--- src/rtl/mem_stage_access_ctrl.sv ---
// Memory-stage initiator for the 16-bit data/stack memory: LOAD/STORE, PUSH/POP and two-beat PUSH32/POP32.
// Optional macro STACK_LIMIT_CHECK_EN adds stack overflow/underflow detection; when undefined SP wraps freely.
module mem_stage_access_ctrl #(
  parameter int data_width      = 16,
  parameter int address_width   = 32,
  parameter int num_of_register = 11
) (
  input  logic                      clk,
  input  logic                      rst_n,
  input  logic                      req,
  input  logic [2:0]                op,
  input  logic [address_width-1:0]  ea,
  input  logic [2*data_width-1:0]   wdata,
  output logic                      busy,
  output logic                      done,
  output logic [2*data_width-1:0]   rdata,
  output logic [address_width-1:0]  sp,
  output logic                      stack_err,
  output logic                      mem_we,
  output logic                      mem_re,
  output logic [address_width-1:0]  mem_addr,
  output logic [data_width-1:0]     mem_wdata,
  input  logic [data_width-1:0]     mem_rdata
);

  localparam logic [address_width-1:0] SP_TOP = address_width'((1 << num_of_register) - 1);

  localparam logic [2:0] OP_LOAD   = 3'd1;
  localparam logic [2:0] OP_STORE  = 3'd2;
  localparam logic [2:0] OP_PUSH   = 3'd3;
  localparam logic [2:0] OP_POP    = 3'd4;
  localparam logic [2:0] OP_PUSH32 = 3'd5;
  localparam logic [2:0] OP_POP32  = 3'd6;

  typedef enum logic [1:0] {
    S_IDLE  = 2'd0,
    S_BEAT0 = 2'd1,
    S_BEAT1 = 2'd2
  } state_t;

  state_t                     r_state;
  state_t                     w_state_nxt;
  logic [2:0]                 r_op;
  logic [address_width-1:0]   r_ea;
  logic [2*data_width-1:0]    r_wdata;
  logic [address_width-1:0]   r_sp;
  logic [2*data_width-1:0]    r_rdata;
  logic [data_width-1:0]      r_lo;
  logic                       r_done;
  logic                       r_stack_err;

  logic                       w_op_valid;
  logic                       w_is32;
  logic                       w_err;
  logic                       w_final;
  logic                       w_we;
  logic                       w_re;
  logic [address_width-1:0]   w_addr;
  logic [data_width-1:0]      w_wdata;

  assign w_op_valid = (op != 3'd0) && (op != 3'd7);
  assign w_is32     = (r_op == OP_PUSH32) || (r_op == OP_POP32);

`ifdef STACK_LIMIT_CHECK_EN
  logic [address_width:0] w_sp_ext;
  logic                   w_ovf;
  logic                   w_unf;

  assign w_sp_ext = {1'b0, r_sp};
  assign w_ovf = ((r_op == OP_PUSH)   && (r_sp < address_width'(1))) ||
                 ((r_op == OP_PUSH32) && (r_sp < address_width'(2)));
  // Extended width so sp+n cannot wrap past SP_TOP unnoticed
  assign w_unf = ((r_op == OP_POP)   && ((w_sp_ext + (address_width+1)'(1)) > {1'b0, SP_TOP})) ||
                 ((r_op == OP_POP32) && ((w_sp_ext + (address_width+1)'(2)) > {1'b0, SP_TOP}));
  assign w_err = (r_state == S_BEAT0) && (w_ovf || w_unf);
`else
  assign w_err = 1'b0;
`endif

  assign w_final = ((r_state == S_BEAT0) && (!w_is32 || w_err)) || (r_state == S_BEAT1);

  always_comb begin
    w_state_nxt = r_state;
    case (r_state)
      S_IDLE:  if (req && w_op_valid) w_state_nxt = S_BEAT0;
      S_BEAT0: w_state_nxt = (w_is32 && !w_err) ? S_BEAT1 : S_IDLE;
      S_BEAT1: w_state_nxt = S_IDLE;
      default: w_state_nxt = S_IDLE;
    endcase
  end

  // Strobes decode purely from registered state, so an async reset drops them at once
  always_comb begin
    w_we    = 1'b0;
    w_re    = 1'b0;
    w_addr  = '0;
    w_wdata = '0;
    if (r_state == S_BEAT0 && !w_err) begin
      case (r_op)
        OP_LOAD:   begin w_re = 1'b1; w_addr = r_ea; end
        OP_STORE:  begin w_we = 1'b1; w_addr = r_ea; w_wdata = r_wdata[data_width-1:0]; end
        OP_PUSH:   begin w_we = 1'b1; w_addr = r_sp; w_wdata = r_wdata[data_width-1:0]; end
        OP_POP:    begin w_re = 1'b1; w_addr = r_sp + address_width'(1); end
        OP_PUSH32: begin w_we = 1'b1; w_addr = r_sp; w_wdata = r_wdata[2*data_width-1:data_width]; end
        OP_POP32:  begin w_re = 1'b1; w_addr = r_sp + address_width'(1); end
        default:   ;
      endcase
    end else if (r_state == S_BEAT1) begin
      case (r_op)
        OP_PUSH32: begin w_we = 1'b1; w_addr = r_sp - address_width'(1); w_wdata = r_wdata[data_width-1:0]; end
        OP_POP32:  begin w_re = 1'b1; w_addr = r_sp + address_width'(2); end
        default:   ;
      endcase
    end
  end

  always_ff @(posedge clk or negedge rst_n) begin
    if (!rst_n) begin
      r_state     <= S_IDLE;
      r_op        <= 3'd0;
      r_sp        <= SP_TOP;
      r_done      <= 1'b0;
      r_stack_err <= 1'b0;
      r_rdata     <= '0;
    end else begin
      r_state     <= w_state_nxt;
      r_done      <= w_final;
      r_stack_err <= w_final && w_err;
      if (r_state == S_IDLE && req && w_op_valid) r_op <= op;
      if (w_final && !w_err) begin
        case (r_op)
          OP_PUSH:   r_sp <= r_sp - address_width'(1);
          OP_POP:    r_sp <= r_sp + address_width'(1);
          OP_PUSH32: r_sp <= r_sp - address_width'(2);
          OP_POP32:  r_sp <= r_sp + address_width'(2);
          default:   ;
        endcase
      end
      if (r_state == S_BEAT0 && !w_err && (r_op == OP_LOAD || r_op == OP_POP))
        r_rdata <= {{data_width{1'b0}}, mem_rdata};
      else if (r_state == S_BEAT1 && r_op == OP_POP32)
        r_rdata <= {mem_rdata, r_lo};
    end
  end

  // Operand latches carry data only and need no reset
  always_ff @(posedge clk) begin
    if (r_state == S_IDLE && req && w_op_valid) begin
      r_ea    <= ea;
      r_wdata <= wdata;
    end
    if (r_state == S_BEAT0 && r_op == OP_POP32) r_lo <= mem_rdata;
  end

  assign busy      = (r_state != S_IDLE);
  assign done      = r_done;
  assign stack_err = r_stack_err;
  assign rdata     = r_rdata;
  assign sp        = r_sp;
  assign mem_we    = w_we;
  assign mem_re    = w_re;
  assign mem_addr  = w_addr;
  assign mem_wdata = w_wdata;

endmodule
--- config.mk ---
export PLATFORM = sky130hd
export DESIGN_NAME = mem_stage_access_ctrl
export DESIGN_NICKNAME = d
export VERILOG_FILES = /design/src/rtl/mem_stage_access_ctrl.sv
export SDC_FILE = /design/constraint.sdc
export NUM_CORES = 1
export LEC_CHECK = 0
export CAP_MARGIN = 20
export CORE_ASPECT_RATIO = 1.4
export CORE_UTILIZATION = 48
export DETAILED_ROUTE_END_ITERATION = 10
export PLACE_DENSITY = 0.78
export SLEW_MARGIN = 30
export SYNTH_ARGS = -nofsm -noshare
export SYNTH_HDL_FRONTEND = slang
export SYNTH_SLANG_ARGS = --single-unit
--- constraint.sdc ---
create_clock -name clk -period 3.6 [get_ports clk]
set_clock_uncertainty 0.05 [all_clocks]
set_input_delay 0.72 -clock clk [delete_from_list [all_inputs] [get_ports clk]]
set_output_delay 0.72 -clock clk [all_outputs]
set_load 0.02 [all_outputs]
Word level (Yosys, flattened, before mapping) --
Index checks and enable logic that the tools add are counted.
Storage, ports and cells: input bits 86, register bits after elaboration 150, word-level logic and storage cells 68, output and inout bits 117
Cells by class: reduce and logical (&&, ||, !) cells 24, add/subtract/negate cells 4, multiplexer cells 22, equal/unequal tests 10
Operators by type and width (count):
- $mux W32 | 4
- $pmux W32 S4 | 1
- $pmux W32 S3 | 1
- $pmux W32 S2 | 1
- $mux W16 | 3
- $add A32 B1 Y32 const B | 1
- $add A32 B2 Y32 const B | 1
- $pmux W16 S2 | 1
- $sub A32 B1 Y32 const B | 1
- $sub A32 B2 Y32 const B | 1
- $eq A3 B3 Y1 const B | 3
- $logic_and A1 B1 Y1 | 8
- $mux W1 | 8
- $reduce_or A2 Y1 | 4
- $eq A3 B2 Y1 const B | 2
- $reduce_or A3 Y1 | 2
- $mux W2 | 2
- $pmux W2 S2 | 1
- $reduce_bool A2 Y1 | 2
- $reduce_bool A4 Y1 | 1
- $eq A3 B1 Y1 const B | 1
- $logic_or A1 B1 Y1 | 3
- $ne A3 B3 Y1 const B | 1
- $reduce_bool A3 Y1 | 1
- 6 further kinds | 6

Logic depth before layout (Yosys ltp) --
word-level depth 6, depth in mapped cells 10

Least setup slack after synthesis --
Ideal clock, no wire load.
kind reg-to-output, start point reg r_sp[1], in the netlist sp[1], end point out mem_addr[30], arrival 3.009 ns, path slack -0.179 ns, stages on the path, launching flop included 9, cells stage by stage dfstp_2 clkbuf_1 inv_1 ha_1 nor3b_1 nand3_1 nor3_1 a31oi_1 o31ai_1
Between the ends: word-level cells in the longest chain between the ends 4, elaborated cells on any way between the ends 7, classes of those cells add/sub: 3; mux: 4
Ends and longest elaborated chain:
- from (decl) | line 46 | logic [address_width-1:0] r_sp;
- from (signal assigned) | line 132 | OP_PUSH: r_sp <= r_sp - address_width'(1);
- from (signal assigned) | line 133 | OP_POP: r_sp <= r_sp + address_width'(1);
- from (signal assigned) | line 134 | OP_PUSH32: r_sp <= r_sp - address_width'(2);
- $add A32 B2 Y32 / $sub A32 B1 Y32 (equally long branches) | line 111, 110
- $pmux W32 S2 | line 109 | case (r_op)
- $mux W32 | line 108 | end else if (r_state == S_BEAT1) begin
- $mux W32 (*) | line 98 | if (r_state == S_BEAT0 && !w_err) begin
- to (decl) | line 21 | output logic [address_width-1:0] mem_addr,
Mark *: on every way between the ends. The rest lies on a longest branch, timed or not.

Worst setup path in the final report --
start point reg r_sp[14], in the netlist sp[14], end point out mem_addr[21]
Same word-level chain as after synthesis.

==> impl_results.md <==
- Status: finished, violations left
- Failing checks: negative setup slack
- Fillers: around 1,600
- Sequential share of the synthesized area: 0.393
- Vias: 13,600
- Die X: 128 um
- CTS tree: built
- Final setup fails: 9
- Pre-CTS setup slack: -0.0570 ns
- Area delta synth->final: 49.3%
- Cells after Synth: about 1,300
- Top-count cell post-synth: nand2_1
- #FFs+latches synth: 150
- Root Buffer: clkbuf_16
- EDFF count, synth: 80
- Grt met3 use: 0.129
- Hold_ws: roughly 0.22 ns
- WP data arrival: approximately 2.9 ns
- Layout cells sized above 1: 0.273
- Main combinational cell family by area after synthesis: compound AO/OA/AOI/OAI gates
- YS warnings: 0
- Met1 GRT Util: 0.551
- Wire per inst: approximately 28 um
- Die ar.: roughly 23,000 sq um
- Routability cong.: roughly 1.1
- Xor/xnor share of the synthesized area: 0.0363
- Port Buffers: around 200
- Synthesized area: roughly 11,000 sq um
- Post-synthesis mux area share: 0.0164
- Max_cap viols: 0
- Post-route setup slack: -0.0820 ns
- Post-synth cell types: between 70 and 80
- ANT cells: 0
- CP startpoint kind: register
- Total gr overflow: 0
- Post-route DRC: 0
- CP max FO: 5
- Initial Utilization: 0.487
- FF+latch area: ~4200 sq um
- PwrDens: approximately 730 nW/um^2
- Drt first-iter violations: between 1,500 and 2,000
- Top cell type's share of synthesized area: 0.226
- Top cell type by total area after synthesis: edfxtp_1
- Dpl hpwl: 37,800 um
- Bufs on Longest Clock Path: 2
- H-Tree Depth: 4
- Ys async rst share: 0.467
- Number of I/O pins: just over 200
- Setup slack, reg-to-reg: 0.73 ns
- TritonCTS Buffers: 17
- Syn Area/Cell: 8.42 sq um
- Core box area: approximately 22,000 sq um
- Fmax: around 270 MHz
- Syn nets: ~1,400
- Hold WC Path Type: input pin to async pin
- Post-synthesis simple-gate area fraction: 0.222
- Largest net degree at the start of global routing: about 70
- Synth Area in Adders: 0.00589
- WS Path Type: register to output pin
- First-pass GRT wire length: 78,600 um
- Period minus WS final: between 3 and 4 ns
- Hold buffer count at cts: 0
- RSZ-0062 raised after global routing: yes
- Gr usage total: 0.475
- Area of the multi-input gates: approximately 6300 sq um
- Final period utilization: 1.02
- Initial DRT Pass Iterations: 7
- Leakage power of the design: ~6.2 nW
- Vias per inst: about 6.9
- Final hold vios: 0
- Worst setup EP type: output pin
- Max transition margin: 0.371
- Die height: 178 um
- Grt met2 use: 0.749
- Compound-Gate Fraction of Synth Area: 0.273
- Max VDD drop: around 0.56 mV
- Vias in the first global route: 13,100
- Top cells by area, synth: edfxtp_1, dfrtp_1, nand2_1
- # rows: 64
- Clock latency at the later pin of the worst-skew pair: ~0.46 ns
- Nets@finish: 1,744
- Commonest cells in the netlist: nand2_1, clkbuf_1, nor2_1
- CTS sink cnt: 150
- Routed wire length: between 50,000 and 60,000 um
- Pwr Total: approximately 12 mW
- Top FF cell, synth: edfxtp_1
- Clk slew on worst S/H paths: approximately 0.080 ns
- Slew Limit Fails: 0
- Antenna violation net count after detailed routing: 0
- Req. time, crit path: roughly 2.8 ns
- Antenna violations before repair: 1
- Global routing's busiest layer: met2
- Worst slew pin tran: roughly 0.93 ns
==> final cells by class <==
class                   count  share of cell area
clock inverters            13             0.00845
repair buffers            500               0.277
inverters                  18             0.00442
well taps                 297              0.0234
flip-flops and latches    150               0.263
multi-input cells         966               0.395
clock buffers              19              0.0279
==> power by group <==
part	switching [mW]	total, mW	internal, mW
registers	0.447	2.73	2.29
clock network	0.833	1.83	0.992
logic	4.24	7.09	2.85
==> path summary, 6_finish.rpt <==
path                                  from      endpoint  cells after the start
worst max-delay path                sp[14]  mem_addr[21]                      8
worst min-delay path                 rst_n        sp[27]                      1
worst max register to register  r_state[0]        sp[22]                      9
worst min register to register     r_lo[1]      rdata[1]                      2
max in group asynchronous            rst_n       r_op[1]                      1
min in group clk                   r_lo[1]      rdata[1]                      2
==> cells by family after synthesis <==
logic type | Yosys count
flip-flops | 150
AND/OR/NAND/NOR | 478
XOR/XNOR | 44
AO/OA/AOI/OAI | 422
buffers and inverters | 145
adder cells (fa/ha/maj) | 5
multiplexers | 16
other | 1
==> state kept, by name (all words and copies together), names as in the netlist <==
| name | cells |
|---|---|
| rdata | 32 |
| r_op | 3 |
| sp | 32 |
| r_state | 2 |
| r_ea | 32 |
| r_wdata | 32 |
| done | 1 |
| r_lo | 16 |
==> critical path, cell delays in order, from the launching register on <==
cell	delay, ns
dfrtp_1	0.40
or4_4	0.57
or4_4	0.50
nor4_2	0.30
buf_4	0.19
xor2_1	0.14
a22oi_1	0.09
o31ai_1	0.08
buf_4	0.20
==> per-layer routing <==
metal	share of wire	vias up	routed length (um)
li1	-	5644	-
met5	0.00024	-	13
met4	0.083	2	4500
met2	0.46	1193	24800
met3	0.12	346	6470
met1	0.34	6409	18500
==> cell usage in the layout (no fill, tap or decap), types with 16 or more instances in the layout <==
master | Yosys | final
a211oi_1 | 19 | 19
a21oi_1 | 79 | 79
a221oi_1 | 30 | 28
a22o_1 | 22 | 22
a22oi_1 | 41 | 41
buf_4 | 1 | 275
clkbuf_16 | 0 | 17
clkdlybuf4s50_1 | 0 | 152
dfrtp_1 | 59 | 54
dlygate4sd2_1 | 0 | 21
edfxtp_1 | 80 | 80
inv_1 | 18 | 16
nand2_1 | 163 | 160
nand3_1 | 44 | 40
nand4_1 | 38 | 38
nor2_1 | 86 | 78
nor3_1 | 44 | 33
nor4_1 | 31 | 18
o21ai_0 | 80 | 75
o221ai_1 | 17 | 17
o22ai_1 | 29 | 29
xnor2_1 | 29 | 28
==> stage by stage <==
step	cell area [sq um]	setup TNS [ns]	utilization	instances
5_1_grt	15800	-1.37	0.728	1963
6_report	15800	-0.358	0.728	1963
3_3_place_gp	14600	-0.149	0.670	1887
4_1_cts	15500	-0.364	0.709	1939
2_1_floorplan	10600	0	-	1261
3_5_place_dp	14600	-0.0688	0.670	1887
==> timing repair <==
action	CTS	global route
gates resized for setup	151	84
pin swaps	14	14
setup endpoints to repair	50	30
buffers inserted	21	24
gates cloned	0	1
Power figures use the tool's default switching activity.
